==> src/rtl/fpu_exp_adder_arbiter.sv <==
// Biased 8-bit exponent adder (sum = exp1+exp2-128 with ovf/unf) shared between two FPU requesters.
// Latency: 1 cycle from request transfer to out_valid. Round-robin arbitration under contention.
// Backpressure: a held result with out_ready low stalls both requesters. flush drops the held result.

// Single shared biased exponent adder. All arithmetic for the block lives here.
module adder_8b (
  input  logic [7:0] i_exp1,
  input  logic [7:0] i_exp2,
  output logic [7:0] o_sum,
  output logic       o_ovf,
  output logic       o_unf
);

  logic [8:0] w_s;

  // 9-bit raw sum. The bias is removed modulo 256, and range flags come from the raw sum.
  always_comb begin
    w_s   = {1'b0, i_exp1} + {1'b0, i_exp2};
    o_sum = w_s[7:0] - 8'h80;
    o_unf = (w_s < 9'd128);
    o_ovf = (w_s > 9'd383);
  end

endmodule

module fpu_exp_adder_arbiter #(
  parameter int TAG_W = 4
) (
  input  logic             CLK,
  input  logic             RST,
  input  logic             flush,
  input  logic             req0_valid,
  output logic             req0_ready,
  input  logic [7:0]       req0_exp1,
  input  logic [7:0]       req0_exp2,
  input  logic [TAG_W-1:0] req0_tag,
  input  logic             req1_valid,
  output logic             req1_ready,
  input  logic [7:0]       req1_exp1,
  input  logic [7:0]       req1_exp2,
  input  logic [TAG_W-1:0] req1_tag,
  output logic             out_valid,
  input  logic             out_ready,
  output logic [7:0]       out_sum,
  output logic             out_ovf,
  output logic             out_unf,
  output logic             out_src,
  output logic [TAG_W-1:0] out_tag
);

  logic             r_out_valid;
  logic [7:0]       r_out_sum;
  logic             r_out_ovf;
  logic             r_out_unf;
  logic             r_out_src;
  logic [TAG_W-1:0] r_out_tag;
  // Requester granted most recently. Reset to 1 so requester 0 wins the first contention.
  logic             r_last_grant;

  logic             w_accept;
  logic             w_grant0;
  logic             w_grant1;
  logic             w_xfer0;
  logic             w_xfer1;
  logic [7:0]       w_exp1;
  logic [7:0]       w_exp2;
  logic [TAG_W-1:0] w_tag;
  logic [7:0]       w_sum;
  logic             w_ovf;
  logic             w_unf;

  // Arbitration and handshake. The result slot frees up when it is empty or being drained this cycle.
  always_comb begin
    w_accept   = ~flush & (~r_out_valid | out_ready);
    w_grant0   = req0_valid & (~req1_valid | r_last_grant);
    w_grant1   = req1_valid & (~req0_valid | ~r_last_grant);
    req0_ready = w_accept & w_grant0;
    req1_ready = w_accept & w_grant1;
    w_xfer0    = req0_valid & req0_ready;
    w_xfer1    = req1_valid & req1_ready;
  end

  // Operand mux into the single shared adder, steered by the grant.
  always_comb begin
    w_exp1 = w_grant1 ? req1_exp1 : req0_exp1;
    w_exp2 = w_grant1 ? req1_exp2 : req0_exp2;
    w_tag  = w_grant1 ? req1_tag  : req0_tag;
  end

  adder_8b u_adder (
    .i_exp1 (w_exp1),
    .i_exp2 (w_exp2),
    .o_sum  (w_sum),
    .o_ovf  (w_ovf),
    .o_unf  (w_unf)
  );

  // Result register. It loads on a transfer and clears valid on a drain or flush. Payload is kept when idle.
  always_ff @(posedge CLK or posedge RST) begin
    if (RST) begin
      r_out_valid  <= 1'b0;
      r_out_sum    <= 8'h00;
      r_out_ovf    <= 1'b0;
      r_out_unf    <= 1'b0;
      r_out_src    <= 1'b0;
      r_out_tag    <= '0;
      r_last_grant <= 1'b1;
    end else if (w_xfer0 | w_xfer1) begin
      r_out_valid  <= 1'b1;
      r_out_sum    <= w_sum;
      r_out_ovf    <= w_ovf;
      r_out_unf    <= w_unf;
      r_out_src    <= w_xfer1;
      r_out_tag    <= w_tag;
      r_last_grant <= w_xfer1;
    end else if (flush | out_ready) begin
      r_out_valid  <= 1'b0;
    end
  end

  assign out_valid = r_out_valid;
  assign out_sum   = r_out_sum;
  assign out_ovf   = r_out_ovf;
  assign out_unf   = r_out_unf;
  assign out_src   = r_out_src;
  assign out_tag   = r_out_tag;

endmodule

==> config.mk <==
export PLATFORM = sky130hd
export DESIGN_NAME = fpu_exp_adder_arbiter
export DESIGN_NICKNAME = d
export VERILOG_FILES = /design/src/rtl/fpu_exp_adder_arbiter.sv
export SDC_FILE = /design/constraint.sdc
export NUM_CORES = 1
export LEC_CHECK = 0
export ABC_AREA = 1
export CAP_MARGIN = 10
export CORE_MARGIN = 5
export CORE_UTILIZATION = 35
export DETAILED_ROUTE_END_ITERATION = 12
export GPL_ROUTABILITY_DRIVEN = 0
export HOLD_SLACK_MARGIN = 0.03
export MAX_ROUTING_LAYER = met4
export PLACE_DENSITY = 0.74
export SETUP_SLACK_MARGIN = 0.4
export SLEW_MARGIN = 40
export SYNTH_ARGS = -nofsm -noshare
export SYNTH_HDL_FRONTEND = slang
export SYNTH_SLANG_ARGS = --single-unit
==> constraint.sdc <==
create_clock -name CLK -period 2.2 [get_ports CLK]
set_input_delay 0.33 -clock CLK [delete_from_list [all_inputs] [get_ports CLK]]
set_output_delay 0.33 -clock CLK [all_outputs]
set_load 0.005 [all_outputs]
==> impl_metrics.env, run 1 <==
export IMPL_status="complete, but fails checks"
export IMPL_violations="setup timing"
export IMPL_wl_um=4010
export IMPL_finalCritPeriodShare_pct=106
export IMPL_cts_root_buf="clkbuf_8"
export IMPL_drv_cap=0
export IMPL_synth_top_area_share_pct=31.0
export IMPL_crit_chain="nand2_2 -> nand2_4 -> buf_6 -> buf_16 -> mux2_4 -> ha_4 -> buf_6 -> nand2_4 -> nor2_4 -> nand2_2 -> o211ai_1 -> nand3_2 -> nand2_1"
export IMPL_netlist_area_um2=1290
export IMPL_yosysMostFrequentCell="nand2_1"
export IMPL_io_buffer_count=63
export IMPL_antenna_cells=0
export IMPL_critical_path_max_stage_delay_ps=540
export IMPL_die_area_um2=5000
export IMPL_pre_cts_ws_ps=-370
export IMPL_finalCriticalPeriod_ps=2320
export IMPL_core_rowCount=22
export IMPL_via_count=1396
export IMPL_irDropWorstVdd_mv=0.288
export IMPL_crit_path_start_kind="flip-flop"
export IMPL_drt_iter0_drc=61
export IMPL_synth_seq_area_share_pct=33.0
export IMPL_max_freq_ghz=0.431
export IMPL_path_buf_inv=3
export IMPL_antenna_found_initial=0
export IMPL_via_per_inst=4.85
export IMPL_rr_worst_depth=13
export IMPL_areaGrowthSynthToFinish_pct=92.9
export IMPL_hpwl_um=2660
export IMPL_clock_path_buffers=2
export IMPL_syn_area_per_cell_um2=8.17
export IMPL_hold_viol=0
export IMPL_fill_cells=284
export IMPL_critPathKind="flip-flop to flip-flop"
export IMPL_h_tree_depth=1
export IMPL_dp_cells=276
export IMPL_power_density_nw_per_um2=695
export IMPL_r2r_slack_ps=-120
export IMPL_slew_violations=0
export IMPL_wl_per_cell_um=13.9
export IMPL_cts_tree="built"
export IMPL_layout_drive_gt1_share_pct=37.9
export IMPL_hold_buffers=0
export IMPL_synthFlopType="dfrtp_1"
export IMPL_grt_pass1_wl_um=6130
export IMPL_cp_data_required_time_ps=2390
export IMPL_arrival_ps=2510
export IMPL_tns_ps=-347
export IMPL_yosysUniqueCellTypes=23
export IMPL_hp_class="input pin to async pin"
export IMPL_reg2reg_to="out_ovf$_DFFE_PP0P_"
export IMPL_setup_worst_path_end_class="flip-flop"
export IMPL_clk_latency_ps=250
export IMPL_synth_nets=213
export IMPL_core_area_um2=3610
export IMPL_p_leak_nw=1.14
export IMPL_start_util_pct=35.8
export IMPL_cts_buffers=3
export IMPL_synth_edf_count=0
export IMPL_die_h_um=70.7
export IMPL_cp_top_family="simple AND/OR/NAND/NOR gates"
export IMPL_multi_input_area_um2=1070
export IMPL_die_x_um=70.7
export IMPL_clk_pin_slew_worst_paths_ps=70
export IMPL_synth_area_top_cells="dfrtp_1 (31%), nand2_1 (18%), mux2_2 (17%)"
export IMPL_synthCells=158
export IMPL_first_pass_iters=4
export IMPL_regArea_um2=427
export IMPL_overflow=0
export IMPL_yosys_top_cells_count="nand2_1 (61), mux2_2 (20), dfrtp_1 (16)"
export IMPL_fin_cells=288
export IMPL_fin_util_pct=69.1
export IMPL_yosys_area_top_type="dfrtp_1"
export IMPL_async_reset_ff_share_pct=100
export IMPL_worst_slew_pin_slew_ps=633
export IMPL_critPathSlowestCell="dfstp_2"
export IMPL_setup_ws_ps=-123
export IMPL_grt_use_total_pct=15.6
export IMPL_r2r_start="r_last_grant$_DFFE_PP1P_"
export IMPL_grt_max_degree=21
export IMPL_io_pins=64
export IMPL_grt_pass1_vias=1393
export IMPL_worstPathMaxFanout=8
export IMPL_finClkSkew_ps=1.39
export IMPL_ys_warn_count=0
export IMPL_drc=0
export IMPL_ant_nets=0
export IMPL_clkSinkCount=17
export IMPL_ys_ff_latch=17
export IMPL_grt_setup_unrepaired="true"
export IMPL_setup_violations=6
export IMPL_fin_nets=296
export IMPL_maxSlewHeadroom_pct=57.8
[state kept, by name, indices dropped and copies added, names as in the netlist]
name,flops
out_tag,4
out_unf,1
out_sum,8
out_src,1
r_last_grant,1
out_ovf,1
out_valid,1
[power by group]
group	internal, mW	switching, mW
logic	0.585	0.438
registers	0.418	0.0583
clock network	0.128	0.104
total	1.13	0.600
[worst register-to-register path: cells and delay by family (launching register included)]
kind	cells	cell delay [ps]
DFF	1	540
buffers and inverters	3	350
adders and majority gates	1	290
AOI/OAI and AO/OA	1	150
and+or+nand+nor	7	620
muxes	1	320
[what timing repair did]
item                                    in CTS  in global routing
cloned                                       2                  0
resized for setup                           24                 32
hold endpoints to repair                     0                  0
endpoints found under the setup margin      11                 11
pin swaps                                   11                 21
buffers inserted                             5                  1
[cell families (layout without fill, tap and decap cells)]
group,Yosys count,after routing,synth area share [%]
AND/OR/NAND/NOR,79,79,24.8
multiplexers,20,20,17.4
XOR/XNOR,3,3,2.04
adder cells (fa/ha/maj),9,9,9.30
buffers and inverters,16,98,6.01
AO/OA/AOI/OAI,14,14,7.36
flip-flops,17,17,33.0
[stage by stage]
stage | cell area, µm² | power [mW] | hold slack, ps
after floorplan | 1410 | 0.902 | 255
after global placement | 2150 | 1.28 | 452
after detailed placement | 2150 | 1.30 | 459
after CTS | 2370 | 1.62 | 476
after global routing | 2490 | 1.85 | 511
final | 2490 | 1.73 | 465
[per-layer routing]
layer	wire, µm	up-vias	global-route usage, %
met5	0	-	-
met4	48	0	5.22
met3	217	4	2.70
met2	2160	46	27.8
met1	1580	659	17.4
li1	-	687	-
[worst max-delay path by stage]
stage | startpoint | endpoint | slack, ps | cells after the start
after CTS | r_last_grant$_DFFE_PP1P_ | out_sum[7]$_DFFE_PP0P_ | -20 | 13
after detailed placement | req0_valid | out_sum[6]$_DFFE_PP0P_ | -370 | 13
after global placement | req0_valid | out_ovf$_DFFE_PP0P_ | -330 | 13
final | r_last_grant$_DFFE_PP1P_ | out_ovf$_DFFE_PP0P_ | -120 | 13
after floorplan | r_last_grant$_DFFE_PP1P_ | out_sum[6]$_DFFE_PP0P_ | 60 | 12
after global routing | r_last_grant$_DFFE_PP1P_ | out_ovf$_DFFE_PP0P_ | -190 | 13
[placed cells by master (no fill, tap or decap), drive strengths merged, types with 2 or more instances in the layout]
cell	count
dlygate4sd2	3
xnor2	2
nand2	61
buf	20
mux2	20
nand3	9
clkbuf	4
ha	8
clkdlybuf4s50	60
o21ai	7
dfrtp	16
nand3b	2
a21oi	6
inv	11
nor2	5
[layout make-up]
cell class              instances  area share (%)
well taps                      48            2.41
clock buffers                   4            1.81
flip-flops and latches         17            17.1
inverters                      11            1.66
multi-input cells             125            43.1
repair buffers                 83            33.9
Power figures use the tool's default switching activity.
==> run 2, diff against run 1 <==
--- a/config.mk
+++ b/config.mk
@@ -10,10 +10,10 @@
 export CORE_MARGIN = 5
 export CORE_UTILIZATION = 35
 export DETAILED_ROUTE_END_ITERATION = 12
+export DONT_BUFFER_PORTS = 1
 export GPL_ROUTABILITY_DRIVEN = 0
 export HOLD_SLACK_MARGIN = 0.03
 export MAX_ROUTING_LAYER = met4
-export PLACE_DENSITY = 0.74
 export SETUP_SLACK_MARGIN = 0.4
 export SLEW_MARGIN = 40
 export SYNTH_ARGS = -nofsm -noshare
==> run 2 against run 1 <==
Effect of this change:
- the flow still finishes with violations (setup timing)
- combinational power is 38% lower
- core utilization is 20 points lower
- critical path depth is 1 lower
- clock power is 3% lower
- worst setup slack better by 62 ps
- sequential cell count stayed put
- sequential share of layout area is 7.1 points higher
- largest power group unchanged
- routed wire length is 20% lower
- final cell count is 23% lower
- die area stayed put
- sequential power is 7.1% higher
- critical path type unchanged
==> impl_metrics.env, run 2 (synthesis results as in run 1) <==
export IMPL_maxSlewHeadroom_pct=56.7
export IMPL_ant_nets=0
export IMPL_drt_iter0_drc=49
export IMPL_cp_startpoint="r_last_grant$_DFFE_PP1P_"
export IMPL_arrival_ps=2400
export IMPL_final_cell_mix="nand2_1 (50), dfrtp_1 (16), mux2_4 (14), buf_4 (13), inv_1 (9)"
export IMPL_fin_nets=229
export IMPL_die_area_um2=5000
export IMPL_h_tree_depth=1
export IMPL_clk_pin_slew_worst_paths_ps=60
export IMPL_tns_ps=-200
export IMPL_grt_use_total_pct=12.3
export IMPL_hold_viol=0
export IMPL_cts_buffers=3
export IMPL_worstPathMaxFanout=7
export IMPL_die_h_um=70.7
export IMPL_grt_max_degree=21
export IMPL_io_buffer_count=0
export IMPL_first_pass_iters=3
export IMPL_hold_buffers=0
export IMPL_layout_drive_gt1_share_pct=43.9
export IMPL_r2r_start="r_last_grant$_DFFE_PP1P_"
export IMPL_via_count=1108
export IMPL_drc=0
export IMPL_switchingPower_mw=0.500
export IMPL_fin_cells=221
export IMPL_dp_cells=211
export IMPL_postPlaceCellArea_um2=1520
export IMPL_violations="setup timing"
export IMPL_grt_pass1_vias=1095
export IMPL_core_rowCount=22
export IMPL_start_util_pct=35.8
export IMPL_areaGrowthSynthToFinish_pct=36.4
export IMPL_hp_class="input pin to async pin"
export IMPL_grt_pass1_wl_um=4950
export IMPL_via_per_inst=5.01
export IMPL_clock_path_buffers=2
export IMPL_clk_latency_ps=250
export IMPL_hold_ws_ps=56.8
export IMPL_setup_worst_path_end_class="flip-flop"
export IMPL_setup_ws_ps=-60.3
export IMPL_irDropWorstVdd_mv=0.310
export IMPL_sw_frac_of_total_pct=36.6
export IMPL_cp_data_required_time_ps=2340
export IMPL_crit_path_start_kind="flip-flop"
export IMPL_io_pins=64
export IMPL_cts_root_buf="clkbuf_8"
export IMPL_largest_reg_flops=8
export IMPL_design_area_um2=1760
export IMPL_pwr_share_clk_pct=16.5
export IMPL_hpwl_um=2440
export IMPL_fill_cells=353
export IMPL_p_leak_nw=0.865
export IMPL_max_freq_ghz=0.442
export IMPL_pre_cts_ws_ps=-47.7
export IMPL_grt_setup_unrepaired="true"
export IMPL_drv_cap=0
export IMPL_core_area_um2=3610
export IMPL_pwr_share_seq_pct=37.3
export IMPL_cellInternalPower_mw=0.868
export IMPL_cts_tree="built"
export IMPL_status="complete, but fails checks"
export IMPL_worst_slew_pin_slew_ps=649
export IMPL_slew_violations=0
export IMPL_clkSinkCount=17
export IMPL_finalCritPeriodShare_pct=103
export IMPL_finalCriticalPeriod_ps=2260
export IMPL_finClkSkew_ps=2.50
export IMPL_antenna_found_initial=0
export IMPL_combPwrFrac_pct=46.2
export IMPL_wl_um=3200
export IMPL_overflow=0
export IMPL_final_common_cell="nand2_1"
export IMPL_setup_violations=4
export IMPL_critPathKind="flip-flop to flip-flop"
export IMPL_power_density_nw_per_um2=776
export IMPL_antenna_cells=0
export IMPL_wl_per_cell_um=14.5
export IMPL_die_x_um=70.7
export IMPL_r2r_slack_ps=-60
[run 2: final timing paths]
kind	endpoint	cells past startpoint
worst max-delay path	out_ovf$_DFFE_PP0P_	12
worst min-delay path	out_valid$_DFFE_PP0P_	1
worst max register to register	out_ovf$_DFFE_PP0P_	12
worst min register to register	out_unf$_DFFE_PP0P_	2
max in group asynchronous	out_tag[0]$_DFFE_PP0P_	1
min in group CLK	out_valid$_DFFE_PP0P_	1
[run 2: through the flow]
stage                     total power, mW  util (%)
after global routing                 1.48      48.9
after floorplan                     0.902         -
after CTS                            1.32      45.7
final                                1.37      48.9
after detailed placement             1.04      42.2
after global placement               1.02      42.2
[run 2: worst max-delay path, stage by stage (launching register included)]
cell,delay [ps]
dfstp_2,540
nand2_2,70
nand2_4,120
buf_12,140
mux2_4,310
ha_4,170
fa_2,360
nand3_2,90
nand2_4,80
nand2_2,70
o211ai_1,70
nand3_1,80
nand2_1,50
[run 2: cell type report]
type	instances	area [µm²]	area share, %
clock buffers	4	45.0	2.56
inverters	11	41.3	2.34
multi-input cells	125	1030	58.2
flip-flops and latches	17	427	24.2
well taps	48	60.1	3.41
repair buffers	16	163	9.23
[run 2: what timing repair did]
item	4_1_cts	5_1_grt
cloned	0	1
endpoints found under the setup margin	9	9
resized for setup	14	19
pin swaps	7	21
setup buffers	3	2
[run 2: layer usage]
| layer | wire (µm) | vias to the layer above | global-route usage, % |
|---|---|---|---|
| met4 | 27 | 0 | 1.88 |
| li1 | - | 550 | - |
| met5 | 0 | - | - |
| met2 | 1530 | 50 | 20.7 |
| met1 | 1390 | 504 | 15.0 |
| met3 | 244 | 4 | 3.41 |
[run 2: power by group through the flow]
| stage | registers, mW | clock network (mW) | logic, mW |
|---|---|---|---|
| floorplan | 0.486 | 0 | 0.416 |
| global placement | 0.518 | 0 | 0.504 |
| detailed placement | 0.519 | 0 | 0.519 |
| CTS | 0.514 | 0.239 | 0.569 |
| global route | 0.523 | 0.254 | 0.706 |
| finish | 0.510 | 0.226 | 0.632 |
==> run 3, diff against run 2 <==
--- a/config.mk
+++ b/config.mk
@@ -6,7 +6,8 @@
 export NUM_CORES = 1
 export LEC_CHECK = 0
 export ABC_AREA = 1
-export CAP_MARGIN = 10
+export CAP_MARGIN = 20
+export CORE_ASPECT_RATIO = 1.4
 export CORE_MARGIN = 5
 export CORE_UTILIZATION = 35
 export DETAILED_ROUTE_END_ITERATION = 12
==> run 3 against run 2 <==
Effect of this change:
- sequential power about the same
- maximum frequency rose by 2.9%
- worst setup slack improved by 63 ps
- sequential cell count stayed put
- final cell count shrank 2.7%
- global-route usage up 1.5 points
- via count rose by 1.1%
- cell area grew 0.21%
- power increased by 1.1%
- largest power group unchanged
- the flow now finishes without violations
==> impl_metrics.env, run 3 (synthesis results as in run 1) <==
export IMPL_worstPathMaxFanout=7
export IMPL_finClkSkew_ps=3.37
export IMPL_worst_slew_pin_slew_ps=637
export IMPL_core_rowCount=26
export IMPL_endpoint="out_sum[4]$_DFFE_PP0P_"
export IMPL_cts_buffers=3
export IMPL_fin_nets=229
export IMPL_finalCritPeriodShare_pct=99.9
export IMPL_fill_cells=355
export IMPL_via_per_inst=5.21
export IMPL_cts_root_buf="clkbuf_8"
export IMPL_wl_per_cell_um=15.2
export IMPL_layout_drive_gt1_share_pct=48.0
export IMPL_tns_ps=0
export IMPL_r2r_slack_ps=3
export IMPL_r2r_start="r_last_grant$_DFFE_PP1P_"
export IMPL_critPathKind="flip-flop to flip-flop"
export IMPL_die_h_um=81.9
export IMPL_cp_startpoint="r_last_grant$_DFFE_PP1P_"
export IMPL_antenna_cells=0
export IMPL_pre_cts_ws_ps=-91.3
export IMPL_cts_tree="built"
export IMPL_overflow=0
export IMPL_antenna_found_initial=0
export IMPL_rr_worst_depth=10
export IMPL_power_density_nw_per_um2=783
export IMPL_dp_cells=206
export IMPL_first_pass_iters=5
export IMPL_finalCriticalPeriod_ps=2200
export IMPL_hp_class="input pin to async pin"
export IMPL_irDropWorstVdd_mv=0.423
export IMPL_arrival_ps=2330
export IMPL_fin_cells=215
export IMPL_start_util_pct=35.8
export IMPL_final_cell_mix="nand2_1 (45), dfrtp_1 (16), buf_4 (13), mux2_4 (12), nand2_2 (11)"
export IMPL_io_pins=64
export IMPL_max_freq_ghz=0.455
export IMPL_via_count=1120
export IMPL_drv_cap=0
export IMPL_final_common_cell="nand2_1"
export IMPL_drc=0
export IMPL_clkSinkCount=17
export IMPL_grt_max_degree=21
export IMPL_grt_setup_unrepaired="true"
export IMPL_areaGrowthSynthToFinish_pct=36.7
export IMPL_hpwl_um=2430
export IMPL_ant_nets=0
export IMPL_grt_use_total_pct=13.8
export IMPL_h_tree_depth=1
export IMPL_postPlaceCellArea_um2=1510
export IMPL_clk_latency_ps=250
export IMPL_fin_util_pct=48.9
export IMPL_crit_path_start_kind="flip-flop"
export IMPL_clk_pin_slew_worst_paths_ps=70
export IMPL_status="completed"
export IMPL_grt_pass1_wl_um=5240
export IMPL_wl_um=3260
export IMPL_die_x_um=61.3
export IMPL_hold_viol=0
export IMPL_io_buffer_count=0
export IMPL_setup_violations=0
export IMPL_slew_violations=0
export IMPL_maxSlewHeadroom_pct=57.5
export IMPL_reg2reg_to="out_sum[4]$_DFFE_PP0P_"
export IMPL_hold_buffers=0
export IMPL_p_leak_nw=0.856
export IMPL_setup_worst_path_end_class="flip-flop"
export IMPL_finalPower_mw=1.38
export IMPL_core_area_um2=3610
export IMPL_largest_reg_flops=8
export IMPL_clock_path_buffers=2
export IMPL_grt_pass1_vias=1206
export IMPL_hold_ws_ps=50.8
export IMPL_die_area_um2=5020
export IMPL_cp_data_required_time_ps=2340
export IMPL_setup_ws_ps=2.78
export IMPL_design_area_um2=1770
export IMPL_drt_iter0_drc=38
[run 3: critical path, cell delays in order (launching register included)]
cell	delay, ps
dfstp_2	560
nand2_4	60
nand2_4	90
buf_12	130
mux2_4	310
ha_4	170
fa_2	340
nand3_2	90
nand2_4	70
xnor2_1	200
o21ai_2	80
[run 3: power breakdown]
group          switching (mW)  internal [mW]
logic                   0.322          0.320
registers              0.0932          0.419
clock network           0.103          0.125
total                   0.518          0.865
[run 3: final cells by class]
class	count	area (µm²)	area share [%]
Multi-Input combinational cell	125	1060	59.9
Inverter	11	42.5	2.41
Clock buffer	3	41.3	2.34
Clock inverter	1	5.00	0.283
Tap cell	42	52.6	2.98
Timing Repair Buffer	16	140	7.94
Sequential cell	17	427	24.2
[run 3: worst min path at each step]
stage / startpoint / endpoint / slack (ps) / depth (start not counted)
after floorplan: RST / out_ovf$_DFFE_PP0P_ / 260 / 1
after global placement: RST / out_sum[7]$_DFFE_PP0P_ / 330 / 1
after detailed placement: RST / out_src$_DFFE_PP0P_ / 350 / 1
after CTS: RST / out_tag[2]$_DFFE_PP0P_ / 70 / 1
after global routing: RST / out_valid$_DFFE_PP0P_ / 110 / 1
final: RST / out_tag[2]$_DFFE_PP0P_ / 50 / 1
[run 3: per-layer routing]
metal | track usage (%) | vias up | part of all wire [%]
li1 | - | 551 | -
met5 | - | - | 0
met1 | 14.7 | 511 | 37
met2 | 24.4 | 54 | 52
met3 | 2.83 | 4 | 9.8
met4 | 5.31 | 0 | 0.77
[run 3: timing repair]
action	4_1_cts	5_1_grt
buffers inserted	2	2
gates resized for setup	18	26
cloned	1	0
endpoints found under the setup margin	9	16
pin swaps	10	14
